**src/rtl/sort_job_arbiter_if.sv**
```systemverilog
// Bundle between the requester ports, the shared sort array and the consumer
// on one side and sort_job_arbiter on the other.
//
// Handshake: an element moves on a rising clk edge where the producer's
// valid and the consumer's ready are both high. Load has no ready (the
// arbiter takes every in_valid of the owner while loading). On the output
// side out_valid, once high, stays high with out_id/out_last unchanged until
// out_ready completes the beat.
interface sort_job_arbiter_if #(
  parameter int N_REQ = 4,
  parameter int W     = 16,
  parameter int IDW   = $clog2(N_REQ)
);
  logic [N_REQ-1:0]   req;
  logic [N_REQ-1:0]   in_valid;
  logic [N_REQ*W-1:0] in_data;
  logic [N_REQ-1:0]   gnt;
  logic               busy;
  logic               arr_load_en;
  logic [W-1:0]       arr_load_data;
  logic               even_cmp_en;
  logic               odd_cmp_en;
  logic               swap_seen;
  logic               out_valid;
  logic               out_ready;
  logic               arr_shift_out_en;
  logic [IDW-1:0]     out_id;
  logic               out_last;
  logic               job_done;
  logic [1:0]         state_dbg;

  modport master (
    input  req, in_valid, in_data, swap_seen, out_ready,
    output gnt, busy, arr_load_en, arr_load_data, even_cmp_en, odd_cmp_en,
           out_valid, arr_shift_out_en, out_id, out_last, job_done, state_dbg
  );

  modport slave (
    output req, in_valid, in_data, swap_seen, out_ready,
    input  gnt, busy, arr_load_en, arr_load_data, even_cmp_en, odd_cmp_en,
           out_valid, arr_shift_out_en, out_id, out_last, job_done, state_dbg
  );
endinterface

```
**src/rtl/sort_job_arbiter.sv**
```systemverilog
// Round-robin arbiter and job sequencer for a shared odd-even transposition
// sort array: IDLE picks a requester, LOAD streams its elements into the
// array, SORT strobes the compare-exchange phases, UNLOAD pops the result.
// Optional macro SORT_EARLY_EXIT_EN: leave SORT once an even/odd phase pair
// produced no swap.
module sort_job_arbiter #(
  parameter int N_REQ  = 4,
  parameter int N_ELEM = 8,
  parameter int W      = 16
) (
  input logic                clk,
  input logic                rst,
  sort_job_arbiter_if.master bus
);
  localparam int IDW = $clog2(N_REQ);
  localparam int CW  = $clog2(N_ELEM + 1);
  localparam logic [CW-1:0] LAST = CW'(N_ELEM - 1);

  typedef enum logic [1:0] {IDLE = 2'd0, LOAD = 2'd1, SORT = 2'd2, UNLOAD = 2'd3} state_t;

  state_t           state_q, state_d;
  logic [CW-1:0]    cnt_q, cnt_d;
  logic [N_REQ-1:0] gnt_q, gnt_d;
  logic [IDW-1:0]   id_q, id_d;
  logic [IDW-1:0]   rr_q, rr_d;
  logic [IDW-1:0]   pick;
  logic [IDW-1:0]   scan;
  logic             pick_ok;
  logic             load_acc;
  logic             out_hs;
  logic             last_beat;
  logic             sort_exit_early;

  // First requesting index at or after rr_q, wrapping past N_REQ-1.
  always_comb begin
    pick    = '0;
    scan    = '0;
    pick_ok = 1'b0;
    for (int i = 0; i < N_REQ; i++) begin
      scan = IDW'((int'(rr_q) + i) % N_REQ);
      if (!pick_ok && bus.req[scan]) begin
        pick    = scan;
        pick_ok = 1'b1;
      end
    end
  end

  assign load_acc  = (state_q == LOAD) && bus.in_valid[id_q];
  assign out_hs    = (state_q == UNLOAD) && bus.out_ready;
  assign last_beat = (cnt_q == LAST);

`ifdef SORT_EARLY_EXIT_EN
  logic even_swap_q;

  // Remember whether the even phase of the current pair swapped anything.
  always_ff @(posedge clk or posedge rst) begin
    if (rst)
      even_swap_q <= 1'b0;
    else if (state_q == SORT && !cnt_q[0])
      even_swap_q <= bus.swap_seen;
  end

  // A clean even phase followed by a clean odd phase means the data is sorted.
  assign sort_exit_early = (state_q == SORT) && cnt_q[0] && !bus.swap_seen && !even_swap_q;
`else
  assign sort_exit_early = 1'b0;
`endif

  // Next-state, counter, grant and round-robin pointer update.
  always_comb begin
    state_d = state_q;
    cnt_d   = cnt_q;
    gnt_d   = gnt_q;
    id_d    = id_q;
    rr_d    = rr_q;
    case (state_q)
      IDLE: begin
        if (pick_ok) begin
          state_d = LOAD;
          id_d    = pick;
          gnt_d   = N_REQ'(1) << pick;
        end
      end
      LOAD: begin
        if (load_acc) begin
          if (last_beat) state_d = SORT;
          else           cnt_d   = cnt_q + 1'b1;
        end
      end
      SORT: begin
        if (last_beat || sort_exit_early) state_d = UNLOAD;
        else                              cnt_d   = cnt_q + 1'b1;
      end
      UNLOAD: begin
        if (out_hs) begin
          if (last_beat) begin
            state_d = IDLE;
            gnt_d   = '0;
            rr_d    = (int'(id_q) == N_REQ - 1) ? '0 : id_q + 1'b1;
          end else begin
            cnt_d = cnt_q + 1'b1;
          end
        end
      end
      default: state_d = IDLE;
    endcase
    // Every state starts counting from zero.
    if (state_d != state_q) cnt_d = '0;
  end

  // State register; reset aborts any job without a job_done.
  always_ff @(posedge clk or posedge rst) begin
    if (rst) begin
      state_q <= IDLE;
      cnt_q   <= '0;
      gnt_q   <= '0;
      id_q    <= '0;
      rr_q    <= '0;
    end else begin
      state_q <= state_d;
      cnt_q   <= cnt_d;
      gnt_q   <= gnt_d;
      id_q    <= id_d;
      rr_q    <= rr_d;
    end
  end

  assign bus.gnt              = gnt_q;
  assign bus.busy             = (state_q != IDLE);
  assign bus.arr_load_en      = load_acc;
  assign bus.arr_load_data    = (state_q == LOAD) ? bus.in_data[int'(id_q)*W +: W] : '0;
  assign bus.even_cmp_en      = (state_q == SORT) && !cnt_q[0];
  assign bus.odd_cmp_en       = (state_q == SORT) && cnt_q[0];
  assign bus.out_valid        = (state_q == UNLOAD);
  assign bus.arr_shift_out_en = out_hs;
  assign bus.out_id           = id_q;
  assign bus.out_last         = (state_q == UNLOAD) && last_beat;
  assign bus.job_done         = out_hs && last_beat;
  assign bus.state_dbg        = state_q;
endmodule

```
**src/flat_wrapper.sv**
```systemverilog
// flat-port wrapper written by rule: the top's interface ports become plain ports
module sort_job_arbiter_flat 
#(
  parameter int N_REQ  = 4,
  parameter int N_ELEM = 8,
  parameter int W      = 16
)
  (clk, rst, bus_req, bus_in_valid, bus_in_data, bus_swap_seen, bus_out_ready, bus_gnt, bus_busy, bus_arr_load_en, bus_arr_load_data, bus_even_cmp_en, bus_odd_cmp_en, bus_out_valid, bus_arr_shift_out_en, bus_out_id, bus_out_last, bus_job_done, bus_state_dbg);
  sort_job_arbiter_if #(.N_REQ(N_REQ), .W(W)) bus_i ();
  input logic clk;
  input logic rst;
  input wire logic [$bits(bus_i.req)-1:0] bus_req;
  input wire logic [$bits(bus_i.in_valid)-1:0] bus_in_valid;
  input wire logic [$bits(bus_i.in_data)-1:0] bus_in_data;
  input wire logic [$bits(bus_i.swap_seen)-1:0] bus_swap_seen;
  input wire logic [$bits(bus_i.out_ready)-1:0] bus_out_ready;
  output wire logic [$bits(bus_i.gnt)-1:0] bus_gnt;
  output wire logic [$bits(bus_i.busy)-1:0] bus_busy;
  output wire logic [$bits(bus_i.arr_load_en)-1:0] bus_arr_load_en;
  output wire logic [$bits(bus_i.arr_load_data)-1:0] bus_arr_load_data;
  output wire logic [$bits(bus_i.even_cmp_en)-1:0] bus_even_cmp_en;
  output wire logic [$bits(bus_i.odd_cmp_en)-1:0] bus_odd_cmp_en;
  output wire logic [$bits(bus_i.out_valid)-1:0] bus_out_valid;
  output wire logic [$bits(bus_i.arr_shift_out_en)-1:0] bus_arr_shift_out_en;
  output wire logic [$bits(bus_i.out_id)-1:0] bus_out_id;
  output wire logic [$bits(bus_i.out_last)-1:0] bus_out_last;
  output wire logic [$bits(bus_i.job_done)-1:0] bus_job_done;
  output wire logic [$bits(bus_i.state_dbg)-1:0] bus_state_dbg;
  assign bus_i.req = bus_req;
  assign bus_i.in_valid = bus_in_valid;
  assign bus_i.in_data = bus_in_data;
  assign bus_i.swap_seen = bus_swap_seen;
  assign bus_i.out_ready = bus_out_ready;
  assign bus_gnt = bus_i.gnt;
  assign bus_busy = bus_i.busy;
  assign bus_arr_load_en = bus_i.arr_load_en;
  assign bus_arr_load_data = bus_i.arr_load_data;
  assign bus_even_cmp_en = bus_i.even_cmp_en;
  assign bus_odd_cmp_en = bus_i.odd_cmp_en;
  assign bus_out_valid = bus_i.out_valid;
  assign bus_arr_shift_out_en = bus_i.arr_shift_out_en;
  assign bus_out_id = bus_i.out_id;
  assign bus_out_last = bus_i.out_last;
  assign bus_job_done = bus_i.job_done;
  assign bus_state_dbg = bus_i.state_dbg;
  sort_job_arbiter #(.N_REQ(N_REQ), .N_ELEM(N_ELEM), .W(W)) u_core (.clk(clk), .rst(rst), .bus(bus_i));
endmodule
```
**config.mk**
```make
export PLATFORM = sky130hd
export DESIGN_NAME = sort_job_arbiter_flat
export DESIGN_NICKNAME = d
export VERILOG_FILES = /design/src/rtl/sort_job_arbiter_if.sv /design/src/rtl/sort_job_arbiter.sv /design/src/flat_wrapper.sv
export SDC_FILE = /design/constraint.sdc
export NUM_CORES = 1
export LEC_CHECK = 0
export ABC_AREA = 0
export CAP_MARGIN = 20
export CORE_ASPECT_RATIO = 1.5
export CORE_MARGIN = 2
export CORE_UTILIZATION = 36
export DETAILED_ROUTE_END_ITERATION = 10
export HOLD_SLACK_MARGIN = 0.15
export PLACE_DENSITY = 0.84
export SLEW_MARGIN = 25
export SYNTH_ARGS = -nofsm -noshare
export SYNTH_HDL_FRONTEND = slang
export SYNTH_SLANG_ARGS = --single-unit
```
**constraint.sdc**
```tcl
create_clock -name clk -period 3.12 [get_ports clk]
set_input_delay 0.468 -clock clk [delete_from_list [all_inputs] [get_ports clk]]
set_output_delay 0.468 -clock clk [all_outputs]
set_load 0.05 [all_outputs]
```
==> flow_metrics.env <==
export IMPL_r2r_start="u_core.bus.out_id[1]$_DFFE_PP0P_"
export IMPL_cts_tree="done"
export IMPL_status="complete, no violations"
export IMPL_layout_min_cycle_time_ns=2.758
export IMPL_grt_max_degree=19
export IMPL_post_place_ws_ns=0.4306
export IMPL_max_cap_violations=0
export IMPL_yosysWarningCount=0
export IMPL_start_util_pct=37.31
export IMPL_min_from="u_core.bus.gnt[2]$_DFFE_PP0P_"
export IMPL_worst_pin_slew_ns=0.7067
export IMPL_synth_seq_area_share_pct=25.97
export IMPL_setup_violations=0
export IMPL_min_period_over_period_pct=88.40
export IMPL_die_w_um=53.98
export IMPL_crit_required_ns=2.65
export IMPL_synthArstFlopShare_pct=100.0
export IMPL_peakVddDrop_mv=0.6250
export IMPL_finClkSkew_ns=0.002525
export IMPL_hold_depth=2
export IMPL_io_pins=108
export IMPL_synth_avg_cell_area_um2=10.54
export IMPL_holdWs_ns=0.4972
export IMPL_cts_buffers=3
export IMPL_min_path_type="reg2reg"
export IMPL_synth_seq_cells=14
export IMPL_detailed_place_hpwl_um=3535
export IMPL_ys_types=37
export IMPL_nets=313
export IMPL_first_global_vias=1448
export IMPL_rsz0062_at_grt="false"
export IMPL_hold_viol=0
export IMPL_cellLeakagePower_nw=1.013
export IMPL_path_max_fanout=8
export IMPL_critPathLaunch="u_core.cnt_q[0]$_DFFE_PP0P_"
export IMPL_critPathLaunchType="flop"
export IMPL_n_antenna_cell=0
export IMPL_worstSetupPathType="reg2out"
export IMPL_post_drt_wl_per_cell_um=15.82
export IMPL_tns_ns=0
export IMPL_rows=27
export IMPL_drt_iter0_markers=34
export IMPL_area_delta_synth_final_pct=81.54
export IMPL_holdBufCountCts=0
export IMPL_syn_nets=206
export IMPL_critPathCaptureType="output port"
export IMPL_fmax_mhz=362.6
export IMPL_setup_slack_ns=0.3619
export IMPL_wirelength_um=4365
export IMPL_worst_r2r_cell_count=5
export IMPL_cts_sinks=14
export IMPL_stdcell_count=276
export IMPL_fp_dieArea_um2=4262
export IMPL_vias_per_cell=5.308
export IMPL_cts_setup_buffers=0
export IMPL_p_per_area_nw_per_um2=989.6
export IMPL_drive_gt1_share_pct=16.74
export IMPL_p_total_w=0.002423
export IMPL_synth_ff_type="dfrtp_1"
export IMPL_finalWeightedCongestion=0.8448
export IMPL_h_tree_depth=1
export IMPL_drtAntennaViolNets=0
export IMPL_core_area_um2=3615
export IMPL_syn_cell_area_um2=1349
export IMPL_clk_latency_ns=0.24
export IMPL_clock_root_buffer="clkbuf_8"
export IMPL_grt_pass1_wl_um=6637
export IMPL_port_buffer_count=106
export IMPL_ctsResizeCount=0
export IMPL_clk_pin_slew_ns=0.06
export IMPL_drc_errors=0
export IMPL_place_inst=273
export IMPL_num_vias=1465
export IMPL_drv_slew=0
export IMPL_synthCells=128
export IMPL_antenna_found_initial=0
export IMPL_synth_edf_count=0
export IMPL_grt_remaining_overflow=0
export IMPL_crit_arrival_ns=2.29
export IMPL_firstDrtPassIters=4
export IMPL_grtUsageTotal_pct=20.63
export IMPL_clock_path_buffers=2
export IMPL_die_y_um=78.97
export IMPL_relSlewSlack_pct=52.89
[per-stage QoR]
stage / instance area [µm²] / util [%]
2_1_floorplan: 1349 / -
3_3_place_gp: 2407 / 66.60
3_5_place_dp: 2407 / 66.60
4_1_cts: 2449 / 67.74
5_1_grt: 2449 / 67.74
6_report: 2449 / 67.74
[cell families (layout without fill, tap and decap cells)]
group,after synthesis,in the layout,synth area share (%)
fa+ha+maj,2,2,1.855
mux,21,21,33.21
xor+xnor,3,3,1.948
compound gates,23,23,11.13
simple gates,52,52,21.52
buf+inv,13,118,4.359
flops,14,14,25.97
[cell usage after synthesis (all sizes together) (3+ instances only)]
cell type / instances / area (µm²)
inv: 6 / 22.52
dfrtp: 14 / 350.3
nor2: 8 / 30.03
clkbuf: 4 / 15.01
a22o: 3 / 26.28
xnor2: 3 / 26.28
o21ai: 6 / 30.03
mux4: 17 / 401.6
buf: 3 / 21.27
nand2b: 4 / 25.02
nor2b: 19 / 118.9
a21oi: 6 / 30.03
nand2: 8 / 30.03
[layout make-up]
| cell class | count | area [µm²] |
|---|---|---|
| fillers | 308 | 1166 |
| repair buffers | 109 | 1041 |
| multi-input cells | 101 | 939.7 |
| flip-flops and latches | 14 | 350.3 |
| well taps | 43 | 53.80 |
| clock buffers | 3 | 41.29 |
| inverters | 6 | 22.52 |
[power by group]
group	internal, W	switching [W]
Combinational	0.000766	0.00112
Sequential	0.000263	0.000131
Clock	0.0000854	0.0000607
Total	0.00111	0.00131
[worst max-delay path, cell delays in order, from the launching register on]
cell and delay, ns:
dfrtp_1 0.41, ha_1 0.19, nand3b_1 0.21, nand2b_1 0.29
inv_1 0.11, clkdlybuf4s50_1 0.83
[metal layers]
| layer | part of all wire [%] | GRT usage (%) |
|---|---|---|
| met1 | 34 | 21.37 |
| met2 | 53 | 37.93 |
| met3 | 11 | 4.887 |
| met4 | 2.7 | 8.000 |
| met5 | 0 | 0 |
[flip-flops by register name, summed over array words and instances, names as in the netlist]
name                  count
u_core.bus.gnt            4
u_core.cnt_q              4
u_core.bus.out_id         2
u_core.rr_q               2
u_core.bus.state_dbg      2
[worst paths after layout]
kind | slack (ns) | end
max | 0.36 | bus_job_done
min | 0.50 | u_core.bus.gnt[2]$_DFFE_PP0P_
max reg2reg | 0.82 | u_core.cnt_q[0]$_DFFE_PP0P_
min reg2reg | 0.50 | u_core.bus.gnt[2]$_DFFE_PP0P_
max in group asynchronous | 2.23 | u_core.bus.out_id[1]$_DFFE_PP0P_
min in group asynchronous | 0.55 | u_core.bus.gnt[1]$_DFFE_PP0P_
[cells in the final DEF, fill, tap and decap left out, types with 2 or more instances in the layout]
master           count
xnor2_1              3
and2_1               2
mux4_2              12
or2_2                2
nor2b_1             19
and3_1               2
a22o_1               3
inv_1                6
nand2_1              8
clkdlybuf4s50_1     89
mux4_1               5
nand2b_1             4
clkbuf_8             3
dfrtp_1             14
ha_1                 2
o21ai_0              6
mux2i_1              2
buf_4               20
nor2_1               8
a21oi_1              6
No activity file was read; power rests on OpenSTA's default activity.
